===== src/rtl/serial_add_ctrl_if.sv =====
// Request/response bundle for the bit-serial add/subtract sequencer.
// The requester owns start/sub/a/b and the sequencer owns the status and result.
interface serial_add_ctrl_if #(
   parameter int WIDTH = 64
);
   logic             start;
   logic             sub;
   logic [WIDTH-1:0] a;
   logic [WIDTH-1:0] b;
   logic             ready;
   logic             busy;
   logic             done;
   logic [WIDTH-1:0] result;
   logic             carry_out;
   logic             overflow;
   logic             zero;

   modport master (
      output start, sub, a, b,
      input  ready, busy, done, result, carry_out, overflow, zero
   );

   modport slave (
      input  start, sub, a, b,
      output ready, busy, done, result, carry_out, overflow, zero
   );
endinterface


===== src/rtl/serial_add_ctrl.sv =====
// Bit-serial add/subtract sequencer driving one external 1-bit full adder,
// LSB first. It keeps the carry between bits and shifts the sum into result.
module serial_add_ctrl #(
   parameter  int WIDTH = 64,
   localparam int CNT_W = $clog2(WIDTH + 1)
) (
   input  logic               clk,
   input  logic               reset_n,
   serial_add_ctrl_if.slave   bus,
   output logic               fa_a,
   output logic               fa_b,
   output logic               fa_cin,
   input  logic               fa_sum,
   input  logic               fa_cout
);

   typedef enum logic [1:0] {IDLE, RUN, DONE} state_t;

   state_t           state_q, state_d;
   logic [WIDTH-1:0] a_sh_q, a_sh_d;
   logic [WIDTH-1:0] b_sh_q, b_sh_d;
   logic [WIDTH-1:0] result_q, result_d;
   logic [CNT_W-1:0] count_q, count_d;
   logic             carry_q, carry_d;
   logic             carry_out_q, carry_out_d;
   logic             overflow_q, overflow_d;
   logic             ready_q, ready_d;
   logic             busy_q, busy_d;
   logic             done_q, done_d;
   logic             run;
   logic             last_bit;

   assign run      = (state_q == RUN);
   assign last_bit = (count_q == CNT_W'(WIDTH - 1));

   // Adder inputs are forced low outside RUN so the shared adder sees quiet inputs.
   assign fa_a   = run & a_sh_q[0];
   assign fa_b   = run & b_sh_q[0];
   assign fa_cin = run & carry_q;

   always_comb begin
      state_d     = state_q;
      a_sh_d      = a_sh_q;
      b_sh_d      = b_sh_q;
      result_d    = result_q;
      count_d     = count_q;
      carry_d     = carry_q;
      carry_out_d = carry_out_q;
      overflow_d  = overflow_q;
      ready_d     = ready_q;
      busy_d      = busy_q;
      done_d      = 1'b0;
      case (state_q)
         IDLE, DONE: begin
            state_d = IDLE;
            ready_d = 1'b1;
            busy_d  = 1'b0;
            if (bus.start) begin
               // Subtract is A + ~B + 1: invert B here, seed carry with sub.
               state_d = RUN;
               a_sh_d  = bus.a;
               b_sh_d  = bus.b ^ {WIDTH{bus.sub}};
               carry_d = bus.sub;
               count_d = '0;
               ready_d = 1'b0;
               busy_d  = 1'b1;
            end
         end
         RUN: begin
            a_sh_d   = {1'b0, a_sh_q[WIDTH-1:1]};
            b_sh_d   = {1'b0, b_sh_q[WIDTH-1:1]};
            result_d = {fa_sum, result_q[WIDTH-1:1]};
            carry_d  = fa_cout;
            count_d  = count_q + CNT_W'(1);
            if (last_bit) begin
               state_d     = DONE;
               overflow_d  = carry_q ^ fa_cout;
               carry_out_d = fa_cout;
               ready_d     = 1'b1;
               busy_d      = 1'b0;
               done_d      = 1'b1;
            end
         end
         default: begin
            state_d = IDLE;
            ready_d = 1'b1;
            busy_d  = 1'b0;
         end
      endcase
   end

   always_ff @(posedge clk or negedge reset_n) begin
      if (!reset_n) begin
         state_q     <= IDLE;
         a_sh_q      <= '0;
         b_sh_q      <= '0;
         result_q    <= '0;
         count_q     <= '0;
         carry_q     <= 1'b0;
         carry_out_q <= 1'b0;
         overflow_q  <= 1'b0;
         ready_q     <= 1'b1;
         busy_q      <= 1'b0;
         done_q      <= 1'b0;
      end else begin
         state_q     <= state_d;
         a_sh_q      <= a_sh_d;
         b_sh_q      <= b_sh_d;
         result_q    <= result_d;
         count_q     <= count_d;
         carry_q     <= carry_d;
         carry_out_q <= carry_out_d;
         overflow_q  <= overflow_d;
         ready_q     <= ready_d;
         busy_q      <= busy_d;
         done_q      <= done_d;
      end
   end

   assign bus.ready     = ready_q;
   assign bus.busy      = busy_q;
   assign bus.done      = done_q;
   assign bus.result    = result_q;
   assign bus.carry_out = carry_out_q;
   assign bus.overflow  = overflow_q;
   assign bus.zero      = (result_q == '0);

endmodule

===== src/flat_wrapper.sv =====
// flat-port wrapper written by rule: the top's interface ports become plain ports
module serial_add_ctrl_flat 
#(
   parameter  int WIDTH = 64,
   localparam int CNT_W = $clog2(WIDTH + 1)
)
  (clk, reset_n, fa_a, fa_b, fa_cin, fa_sum, fa_cout, bus_start, bus_sub, bus_a, bus_b, bus_ready, bus_busy, bus_done, bus_result, bus_carry_out, bus_overflow, bus_zero);
  serial_add_ctrl_if #(.WIDTH(WIDTH)) bus_i ();
  input  logic clk;
  input  logic reset_n;
  output logic fa_a;
  output logic fa_b;
  output logic fa_cin;
  input  logic fa_sum;
  input  logic fa_cout;
  input wire logic [$bits(bus_i.start)-1:0] bus_start;
  input wire logic [$bits(bus_i.sub)-1:0] bus_sub;
  input wire logic [$bits(bus_i.a)-1:0] bus_a;
  input wire logic [$bits(bus_i.b)-1:0] bus_b;
  output wire logic [$bits(bus_i.ready)-1:0] bus_ready;
  output wire logic [$bits(bus_i.busy)-1:0] bus_busy;
  output wire logic [$bits(bus_i.done)-1:0] bus_done;
  output wire logic [$bits(bus_i.result)-1:0] bus_result;
  output wire logic [$bits(bus_i.carry_out)-1:0] bus_carry_out;
  output wire logic [$bits(bus_i.overflow)-1:0] bus_overflow;
  output wire logic [$bits(bus_i.zero)-1:0] bus_zero;
  assign bus_i.start = bus_start;
  assign bus_i.sub = bus_sub;
  assign bus_i.a = bus_a;
  assign bus_i.b = bus_b;
  assign bus_ready = bus_i.ready;
  assign bus_busy = bus_i.busy;
  assign bus_done = bus_i.done;
  assign bus_result = bus_i.result;
  assign bus_carry_out = bus_i.carry_out;
  assign bus_overflow = bus_i.overflow;
  assign bus_zero = bus_i.zero;
  serial_add_ctrl #(.WIDTH(WIDTH)) u_core (.clk(clk), .reset_n(reset_n), .bus(bus_i), .fa_a(fa_a), .fa_b(fa_b), .fa_cin(fa_cin), .fa_sum(fa_sum), .fa_cout(fa_cout));
endmodule

===== config.mk =====
export PLATFORM = sky130hd
export DESIGN_NAME = serial_add_ctrl_flat
export DESIGN_NICKNAME = d
export VERILOG_FILES = /design/src/rtl/serial_add_ctrl_if.sv /design/src/rtl/serial_add_ctrl.sv /design/src/flat_wrapper.sv
export SDC_FILE = /design/constraint.sdc
export NUM_CORES = 1
export LEC_CHECK = 0
export ABC_AREA = 1
export CORE_ASPECT_RATIO = 0.5
export CORE_UTILIZATION = 45
export DETAILED_ROUTE_END_ITERATION = 6
export GPL_ROUTABILITY_DRIVEN = 0
export PLACE_DENSITY = 0.75
export SETUP_SLACK_MARGIN = 0.05
export SYNTH_ARGS = -nofsm -noshare
export SYNTH_HDL_FRONTEND = slang
export SYNTH_SLANG_ARGS = --single-unit

===== constraint.sdc =====
create_clock -name clk -period 1.15 [get_ports clk]
set_input_delay 0.23 -clock clk [delete_from_list [all_inputs] [get_ports clk]]
set_output_delay 0.23 -clock clk [all_outputs]
set_load 0.1 [all_outputs]

==> results.sh, run 1 <==
export IMPL_die_h_um=104
export IMPL_drv_slew=0
export IMPL_endpoint="bus_zero"
export IMPL_slowest_delay_ns=0.48
export IMPL_tightest_slew_ns=0.343
export IMPL_grtUsageTotal_pct=25.4
export IMPL_endpoint_kind="output pin"
export IMPL_rrSetupSlack_ns=-0.49
export IMPL_yosys_area_top_type="dfrtp_1"
export IMPL_finalHoldViolCount=0
export IMPL_p_leak_nw=7.11
export IMPL_r2r_end="u_core.b_sh_q[39]"
export IMPL_timing_hold_ws_ns=0.158
export IMPL_min_period_over_period_pct=184
export IMPL_cts_buffers=20
export IMPL_synth_area_per_cell_um2=8.78
export IMPL_setup_worst_path_class="flip-flop to output pin"
export IMPL_required_ns=0.92
export IMPL_grt_pass1_wl_mm=43.7
export IMPL_path_cells="nor2_1, nand4_1, nor2_1, nand2_2, nor2_4, buf_12"
export IMPL_clockRootBuffer="clkbuf_16"
export IMPL_synthArstFlopShare_pct=100
export IMPL_drive_gt1_share_pct=36.6
export IMPL_fin_crit_ns=2.11
export IMPL_yosys_most_used_dff="dfrtp_1"
export IMPL_die_w_um=205
export IMPL_clock_path_buffers=3
export IMPL_status="finished with violations"
export IMPL_synth_area_leaders="dfrtp_1 (56%), nand2_1 (15%), xnor2_1 (5.3%)"
export IMPL_first_pass_iters=5
export IMPL_io_buffers=206
export IMPL_grt_max_degree=57
export IMPL_overflow=0
export IMPL_synth_edff_count=0
export IMPL_crit_start="u_core.bus.result[57]"
export IMPL_drv_cap=0
export IMPL_cp_slowest_cell="dfrtp_4"
export IMPL_ir_drop_v=0.000671
export IMPL_syn_inst=1057
export IMPL_hold_class="primary input to flip-flop"
export IMPL_fmax_mhz=473
export IMPL_h_tree_depth=1
export IMPL_synth_seq_area_share_pct=55.8
export IMPL_maxSlewHeadroom_pct=77.1
export IMPL_crit_path_start_kind="flip-flop"
export IMPL_cpMostUsedCell="nor2_1"
export IMPL_ys_ff_latch=207
export IMPL_min_delay_start="bus_sub"
export IMPL_clock_sinks=207
export IMPL_yosysTopAreaCellShare_pct=55.6
export IMPL_vias_per_cell=5.34
export IMPL_drt_iter0_markers=667
export IMPL_drt_wl_total_mm=30.4
export IMPL_crit_arrival_ns=1.88
export IMPL_rsz0062_at_grt="yes"
export IMPL_cp_max_fo=2
export IMPL_cp_depth=6
export IMPL_r2r_start="u_core.state_q[1]"
export IMPL_ys_types=24
export IMPL_synth_cell_area_um2=9280
export IMPL_clk_pin_slew_ns=0.07
export IMPL_route_detailed_drc=0
export IMPL_synth_nets=1192
export IMPL_start_util_pct=46.8
export IMPL_core_um2=19800
export IMPL_p_per_area_nw_per_um2=1080
export IMPL_ioPinCount=207
export IMPL_setup_viol=280
export IMPL_yosys_warnings=0
export IMPL_finClkSkew_ns=0.0113
export IMPL_antenna_found_initial=1
export IMPL_violations="setup timing"
export IMPL_finalNetCount=1523
export IMPL_total_power_w=0.0171
export IMPL_dp_hpwl_mm=17.2
export IMPL_layout_setup_ws_ns=-0.963
export IMPL_r2r_cells=9
export IMPL_die_area_um2=21200
export IMPL_critPathTopFamily="simple AND/OR/NAND/NOR gates"
export IMPL_synth_most_common_cell="nand2_1"
export IMPL_rows=36
export IMPL_grt_pass1_vias=8747
export IMPL_vias=8906
export IMPL_ant_nets=0
export IMPL_cts_tree="done"
export IMPL_wire_per_inst_um=18.2
export IMPL_crit_buf_inv=1
export IMPL_synth_commonest_cells="nand2_1 (378), dfrtp_1 (206), inv_1 (81), o21ai_0 (79), nand3_1 (70)"
export IMPL_syn_to_final_growth_pct=69.9
export IMPL_clk_latency_ns=0.49
[sequential cells by signal (all words and copies together), names as in the netlist]
register and cells:
u_core.bus.done 1, u_core.carry_q 1, u_core.state_q 2, u_core.bus.carry_out 1
u_core.bus.result 64, u_core.count_q 7, u_core.bus.busy 1, u_core.a_sh_q 64
u_core.bus.overflow 1, u_core.b_sh_q 64, u_core.bus.ready 1
[area by class of cell]
cell class,count,area [um^2]
clock inverters,8,121
multi-input cells,704,4090
flip-flops and latches,207,5340
repair inverters,2,32.5
fillers,1137,4060
clock buffers,27,568
diodes,1,2.50
repair buffers,370,4930
inverters,83,343
well taps,266,333
[power by group]
part	total [W]	internal, W	switching, W
clock network	0.00706	0.00416	0.00291
registers	0.00748	0.00740	0.0000789
logic	0.00256	0.00119	0.00137
total	0.0171	0.0127	0.00435
[worst min path at each step]
stage	slack [ns]	cells after the start	end
2_1_floorplan	-0.07	0	u_core.a_sh_q[0]
3_3_place_gp	0.11	1	u_core.b_sh_q[32]
3_5_place_dp	0.11	1	u_core.b_sh_q[32]
4_1_cts	0.15	2	u_core.b_sh_q[33]
5_1_grt	0.18	2	u_core.b_sh_q[33]
6_report	0.16	3	u_core.b_sh_q[58]
[tightest hold or removal path: cells and delay by family]
kind / cells / cell delay [ns]
AO/OA/AOI/OAI: 1 / 0.12
buffers and inverters: 1 / 0.16
XOR/XNOR: 1 / 0.10
[through the flow]
stage	setup WS (ns)	util [%]	setup TNS [ns]	std cells	cell area, um^2
after floorplan	-0.614	-	-2.66	1057	9600
after global placement	-0.398	67.3	-40.27	1572	13300
after detailed placement	-0.478	67.3	-45.93	1572	13300
after CTS	-0.949	74.7	-74.77	1632	14800
after global routing	-0.993	79.5	-103.88	1668	15800
final	-0.963	79.5	-91.39	1668	15800
[logic make-up after synthesis]
group / count (synthesis) / share of synthesized area [%]
flip-flops: 207 / 55.8
buffers and inverters: 146 / 6.93
AND/OR/NAND/NOR: 493 / 21.3
AO/OA/AOI/OAI: 153 / 10.5
XOR/XNOR: 57 / 5.38
adder cells (fa/ha/maj): 1 / 0.135
[metal layers]
layer  wire, um  vias up  global-route usage, %
met5          0        -                      0
met4        976        0                   8.15
met3       1410       82                   3.59
met2      15600      307                   43.8
met1      12400     4424                   33.1
li1           -     4093                      -
[cells in the final DEF, fill, tap and decap left out, types with 26 or more instances in the layout]
cell type / synthesis / routed
clkbuf_16: 0 / 31
buf_12: 0 / 93
nand3_2: 0 / 26
inv_1: 81 / 51
buf_6: 1 / 76
nor2_1: 36 / 26
dfrtp_2: 0 / 41
buf_4: 11 / 45
dfrtp_4: 0 / 28
inv_2: 2 / 29
nand2_1: 378 / 314
o21ai_0: 79 / 54
o221ai_2: 0 / 30
nand2_2: 1 / 56
clkdlybuf4s50_1: 0 / 131
xnor2_1: 56 / 56
dfrtp_1: 206 / 137
nand3_1: 70 / 44
[timing repair]
action | CTS | global route
endpoints found under the hold margin | 206 | 0
pin swaps | 13 | 22
setup buffers | 26 | 43
endpoints found under the setup margin | 277 | 280
gates resized for setup | 129 | 179
gates cloned | 7 | 15
hold buffers | 1 | 0
Power figures use the tool's default switching activity.
==> inputs of run 2 (changes only) <==
Settings changed: MAX_ROUTING_LAYER set to met4, PLACE_DENSITY 0.75 to 0.73.
Clock period 1.15 ns to 2.6 ns, I/O delays scaled along.
==> run 2 against run 1 <==
The flow now finishes without violations. Power fell by 58%. Global-route usage fell by 3.6 points. Critical path depth rose by 2. Clock power fell by 56%. Highest routed layer unchanged. Sequential power fell by 56%. Routed wire length fell by 27%. Cell area fell by 23%. Flip-flop and latch count did not move. Clock skew rose by 0.0010 ns. Critical path type unchanged. Combinational power fell by 68%. Largest cell class unchanged.
==> results.sh, run 2 (synthesized netlist as in run 1, its figures left out) <==
export IMPL_grt_pass1_vias=7429
export IMPL_drive_gt1_share_pct=10.5
export IMPL_dp_hpwl_mm=15.0
export IMPL_p_per_area_nw_per_um2=595
export IMPL_core_um2=19800
export IMPL_grt_max_degree=72
export IMPL_clock_path_buffers=3
export IMPL_p_comb_share_pct=11.5
export IMPL_drv_slew=0
export IMPL_r2r_start="u_core.state_q[1]"
export IMPL_die_h_um=104
export IMPL_drv_cap=0
export IMPL_setup_worst_path_class="flip-flop to output pin"
export IMPL_clockRootBuffer="clkbuf_16"
export IMPL_vias_per_cell=5.03
export IMPL_finalHoldViolCount=0
export IMPL_overflow=0
export IMPL_antenna_found_initial=0
export IMPL_rsz0062_at_grt="no"
export IMPL_drt_iter0_markers=537
export IMPL_finalNetCount=1373
export IMPL_cts_tree="done"
export IMPL_r2r_cells=6
export IMPL_ctsResizeCount=0
export IMPL_p_switching_w=0.00177
export IMPL_die_area_um2=21200
export IMPL_h_tree_depth=1
export IMPL_ant_nets=0
export IMPL_drt_wl_total_mm=22.2
export IMPL_ir_drop_v=0.000341
export IMPL_diodes=0
export IMPL_required_ns=2.08
export IMPL_p_leak_nw=5.55
export IMPL_cts_setup_buffers=0
export IMPL_endpoint="bus_zero"
export IMPL_vias=7629
export IMPL_clock_sinks=207
export IMPL_swShare_pct=24.6
export IMPL_cts_buffers=20
export IMPL_multiInputGateArea_um2=3460
export IMPL_rrSetupSlack_ns=0.79
export IMPL_tightest_slew_ns=0.701
export IMPL_final_cell_mix="nand2_1 (378), dfrtp_1 (206), clkdlybuf4s50_1 (131)"
export IMPL_route_detailed_drc=0
export IMPL_clk_latency_ns=0.49
export IMPL_grt_pass1_wl_mm=36.7
export IMPL_p_seq_share_pct=45.8
export IMPL_fmax_mhz=434
export IMPL_status="finished, final reports clean"
export IMPL_postLayoutCoreUtil_pct=61.0
export IMPL_grtUsageTotal_pct=21.8
export IMPL_clk_pin_slew_ns=0.07
export IMPL_finClkSkew_ns=0.0123
export IMPL_final_common_cell="nand2_1"
export IMPL_wire_per_inst_um=14.7
export IMPL_setup_tns_ns=0
export IMPL_holdBufCountCts=0
export IMPL_ioPinCount=207
export IMPL_min_period_over_period_pct=88.7
export IMPL_first_pass_iters=5
export IMPL_maxSlewHeadroom_pct=53.3
export IMPL_setup_viol=0
export IMPL_timing_hold_ws_ns=0.0139
export IMPL_crit_arrival_ns=1.79
export IMPL_rows=36
export IMPL_crit_start="u_core.bus.result[24]"
export IMPL_start_util_pct=46.8
export IMPL_io_buffers=206
export IMPL_p_int_w=0.00543
export IMPL_die_w_um=205
export IMPL_fin_crit_ns=2.31
export IMPL_regArea_um2=5180
export IMPL_cp_max_fo=3
export IMPL_r2r_end="u_core.a_sh_q[57]"
export IMPL_syn_to_final_growth_pct=30.4
export IMPL_crit_path_start_kind="flip-flop"
export IMPL_total_power_w=0.00720
export IMPL_hold_class="primary input to async pin"
export IMPL_endpoint_kind="output pin"
export IMPL_clkPwrFrac_pct=42.7
export IMPL_fillers=1683
-- run 2: changes by cell type in the layout (fill, tap and decap cells not counted), moves of 29 or more --
cell	previous run	this run
dfrtp_1	137	206
buf_4	45	81
nand2_1	314	378
o221ai_1	8	39
dfrtp_2	41	0
nand2_2	56	0
buf_6	76	0
inv_1	51	80
buf_12	93	9
o221ai_2	30	0
-- run 2: stage by stage --
stage / cells / worst slack [ns] / area [um^2]
3_5_place_dp: 1482 / 0.499 / 11400
2_1_floorplan: 1057 / -0.0166 / 9280
4_1_cts: 1516 / 0.240 / 12100
6_report: 1516 / 0.295 / 12100
3_3_place_gp: 1482 / 0.553 / 11400
5_1_grt: 1516 / 0.170 / 12100
-- run 2: power by group through the flow --
stage               registers [W]  clock network (W)  logic, W
floorplan                 0.00364                  0  0.000152
global placement          0.00335                  0  0.000831
detailed placement        0.00336                  0  0.000837
CTS                       0.00330            0.00314  0.000840
global route              0.00330            0.00327  0.000877
finish                    0.00330            0.00308  0.000829
-- run 2: final cells by class --
class	instances	area share (%)
Clock buffer	26	4.75
Clock inverter	8	0.993
Inverter	83	2.61
Multi-Input combinational cell	704	28.6
Sequential cell	207	42.8
Tap cell	266	2.75
Timing Repair Buffer	222	17.5
-- run 2: critical path, stage by stage, from the launching register on --
cell and delay (ns):
dfrtp_1 0.40, inv_1 0.07, nand2_1 0.05, nor2_1 0.10, nand2_1 0.08, nor2_1 0.15, nand2_1 0.09, nor2_2 0.16
buf_12 0.19
-- run 2: worst min path at each step --
stage	start	to	slack [ns]	cells past startpoint
final	reset_n	u_core.b_sh_q[44]	0.01	1
after global routing	reset_n	u_core.b_sh_q[43]	0.06	1
after CTS	reset_n	u_core.b_sh_q[44]	0.05	1
after detailed placement	u_core.bus.ready	u_core.bus.ready	0.46	2
after global placement	u_core.a_sh_q[55]	u_core.a_sh_q[55]	0.46	2
after floorplan	reset_n	u_core.a_sh_q[0]	0.22	0
-- run 2: metal layers --
| layer | wire [um] | global-route usage, % |
|---|---|---|
| met4 | 262 | 3.49 |
| met1 | 10200 | 29.5 |
| met2 | 10900 | 35.7 |
| met3 | 907 | 2.99 |
| met5 | 0 | - |
==> inputs of run 3 (changes only) <==
Settings changed: CTS_CLUSTER_DIAMETER set to 40.
==> run 3 against run 2 <==
Flip-flop and latch count unchanged. Core utilization decreased by 0.39 points. Clock power decreased by 9.1%. Count of clock-buffer cells in the layout increased by 1. Register-to-register slack about the same. Largest power group unchanged. Power decreased by 3.9%. Global-route usage decreased by 0.061 points. Sequential share of layout area increased by 0.27 points. Worst setup slack got worse by 0.016 ns. Largest cell class unchanged. Routed wire length about the same. Critical path type unchanged.
==> results.sh, run 3 (synthesized netlist as in run 1, its figures left out) <==
export IMPL_clock_sinks=207
export IMPL_min_period_over_period_pct=89.3
export IMPL_grt_max_degree=72
export IMPL_setup_worst_path_class="flip-flop to output pin"
export IMPL_p_per_area_nw_per_um2=576
export IMPL_wire_per_inst_um=14.7
export IMPL_clkPwrFrac_pct=40.4
export IMPL_slowest_delay_ns=0.39
export IMPL_finClkSkew_ns=0.00792
export IMPL_grt_pass1_wl_mm=36.6
export IMPL_crit_path_start_kind="flip-flop"
export IMPL_postLayoutCoreUtil_pct=60.7
export IMPL_rsz0062_at_grt="no"
export IMPL_final_cell_area_um2=12000
export IMPL_first_pass_iters=5
export IMPL_cp_max_fo=3
export IMPL_tightest_slew_ns=0.689
export IMPL_finalNetCount=1373
export IMPL_maxSlewHeadroom_pct=54.0
export IMPL_cts_buffers=20
export IMPL_crit_arrival_ns=1.80
export IMPL_fmax_mhz=431
export IMPL_clock_path_buffers=3
export IMPL_final_cell_mix="nand2_1 (378), dfrtp_1 (206), clkdlybuf4s50_1 (131)"
export IMPL_grt_pass1_vias=7412
export IMPL_ctsResizeCount=0
export IMPL_hold_class="primary input to async pin"
export IMPL_cp_slowest_cell="dfrtp_1"
export IMPL_drv_cap=0
export IMPL_drv_slew=0
export IMPL_finalHoldViolCount=0
export IMPL_drive_gt1_share_pct=10.3
export IMPL_overflow=0
export IMPL_grt_util_met3_pct=2.77
export IMPL_p_switching_w=0.00178
export IMPL_path_cells="inv_1, nand2_1, nor2_1, nand2_1, nor2_1, nand2_1, nor2_2, buf_12"
export IMPL_instances_no_fill=1514
export IMPL_diodes=0
export IMPL_cpMostUsedCell="nand2_1"
export IMPL_syn_to_final_growth_pct=29.6
export IMPL_regArea_um2=5180
export IMPL_die_w_um=205
export IMPL_vias_per_cell=5.05
export IMPL_p_leak_nw=5.52
export IMPL_drt_iter0_markers=528
export IMPL_h_tree_depth=1
export IMPL_grtUsageTotal_pct=21.8
export IMPL_final_common_cell="nand2_1"
export IMPL_endpoint_kind="output pin"
export IMPL_grt_use_met2_pct=35.6
export IMPL_clk_latency_ns=0.49
export IMPL_core_um2=19800
export IMPL_cts_setup_buffers=0
export IMPL_dp_hpwl_mm=15.0
export IMPL_io_buffers=206
export IMPL_start_util_pct=46.8
export IMPL_multiInputGateArea_um2=3460
export IMPL_swShare_pct=25.8
export IMPL_clk_pin_slew_ns=0.06
export IMPL_p_seq_share_pct=47.6
export IMPL_status="finished, final reports clean"
export IMPL_vias=7644
export IMPL_cts_tree="done"
export IMPL_fin_crit_ns=2.32
export IMPL_dp_cells=1482
export IMPL_critPathTopFamily="simple AND/OR/NAND/NOR gates"
export IMPL_grt_busiest_layer="met2"
export IMPL_fillers=1686
export IMPL_die_h_um=104
export IMPL_route_detailed_drc=0
export IMPL_drt_wl_total_mm=22.2
export IMPL_ir_drop_v=0.000368
export IMPL_clockRootBuffer="clkbuf_16"
export IMPL_ioPinCount=207
export IMPL_required_ns=2.08
export IMPL_crit_buf_inv=2
export IMPL_p_comb_share_pct=12.0
export IMPL_use_met1_pct=29.5
export IMPL_antenna_found_initial=0
export IMPL_place_area_um2=11400
export IMPL_p_int_w=0.00514
export IMPL_setup_viol=0
export IMPL_ant_nets=0
export IMPL_holdBufCountCts=0
export IMPL_rows=36
export IMPL_die_area_um2=21200
## run 3: layout make-up
type	instances	area share, %
clock buffers	27	4.81
repair buffers	222	17.6
flip-flops and latches	207	43.1
clock inverters	5	0.333
inverters	83	2.62
multi-input cells	704	28.8
well taps	266	2.77
## run 3: power groups by stage
stage	sequential, W	clock [W]	combinational, W
after floorplan	0.00364	0	0.000152
after global placement	0.00335	0	0.000831
after detailed placement	0.00336	0	0.000837
after CTS	0.00330	0.00285	0.000839
after global routing	0.00330	0.00299	0.000877
final	0.00330	0.00280	0.000828
## run 3: metrics by stage
step           power, W  setup WS (ns)  TNS [ns]  hold WS, ns
4_1_cts         0.00699          0.239         0       0.0483
3_3_place_gp    0.00419          0.553         0        0.464
2_1_floorplan   0.00379        -0.0166   -0.0497        0.224
5_1_grt         0.00717          0.166         0       0.0567
3_5_place_dp    0.00419          0.499         0        0.461
6_report        0.00692          0.279         0       0.0154
## run 3: layer usage
metal	vias up	share of wire, %
met5	-	0
met4	0	1.4
met3	21	3.6
met2	158	49
met1	3709	46
li1	3756	-
## run 3: path summary, 6_finish.rpt
| check | from | to | slack (ns) | cells past startpoint |
|---|---|---|---|---|
| max | u_core.bus.result[40] | bus_zero | 0.28 | 8 |
| min | reset_n | u_core.b_sh_q[44] | 0.02 | 1 |
| max reg2reg | u_core.state_q[1] | u_core.a_sh_q[6] | 0.79 | 6 |
| min reg2reg | u_core.bus.ready | u_core.bus.ready | 0.47 | 2 |
| max in group asynchronous | reset_n | u_core.bus.overflow | 1.79 | 2 |
| min in group clk | u_core.bus.ready | u_core.bus.ready | 0.47 | 2 |
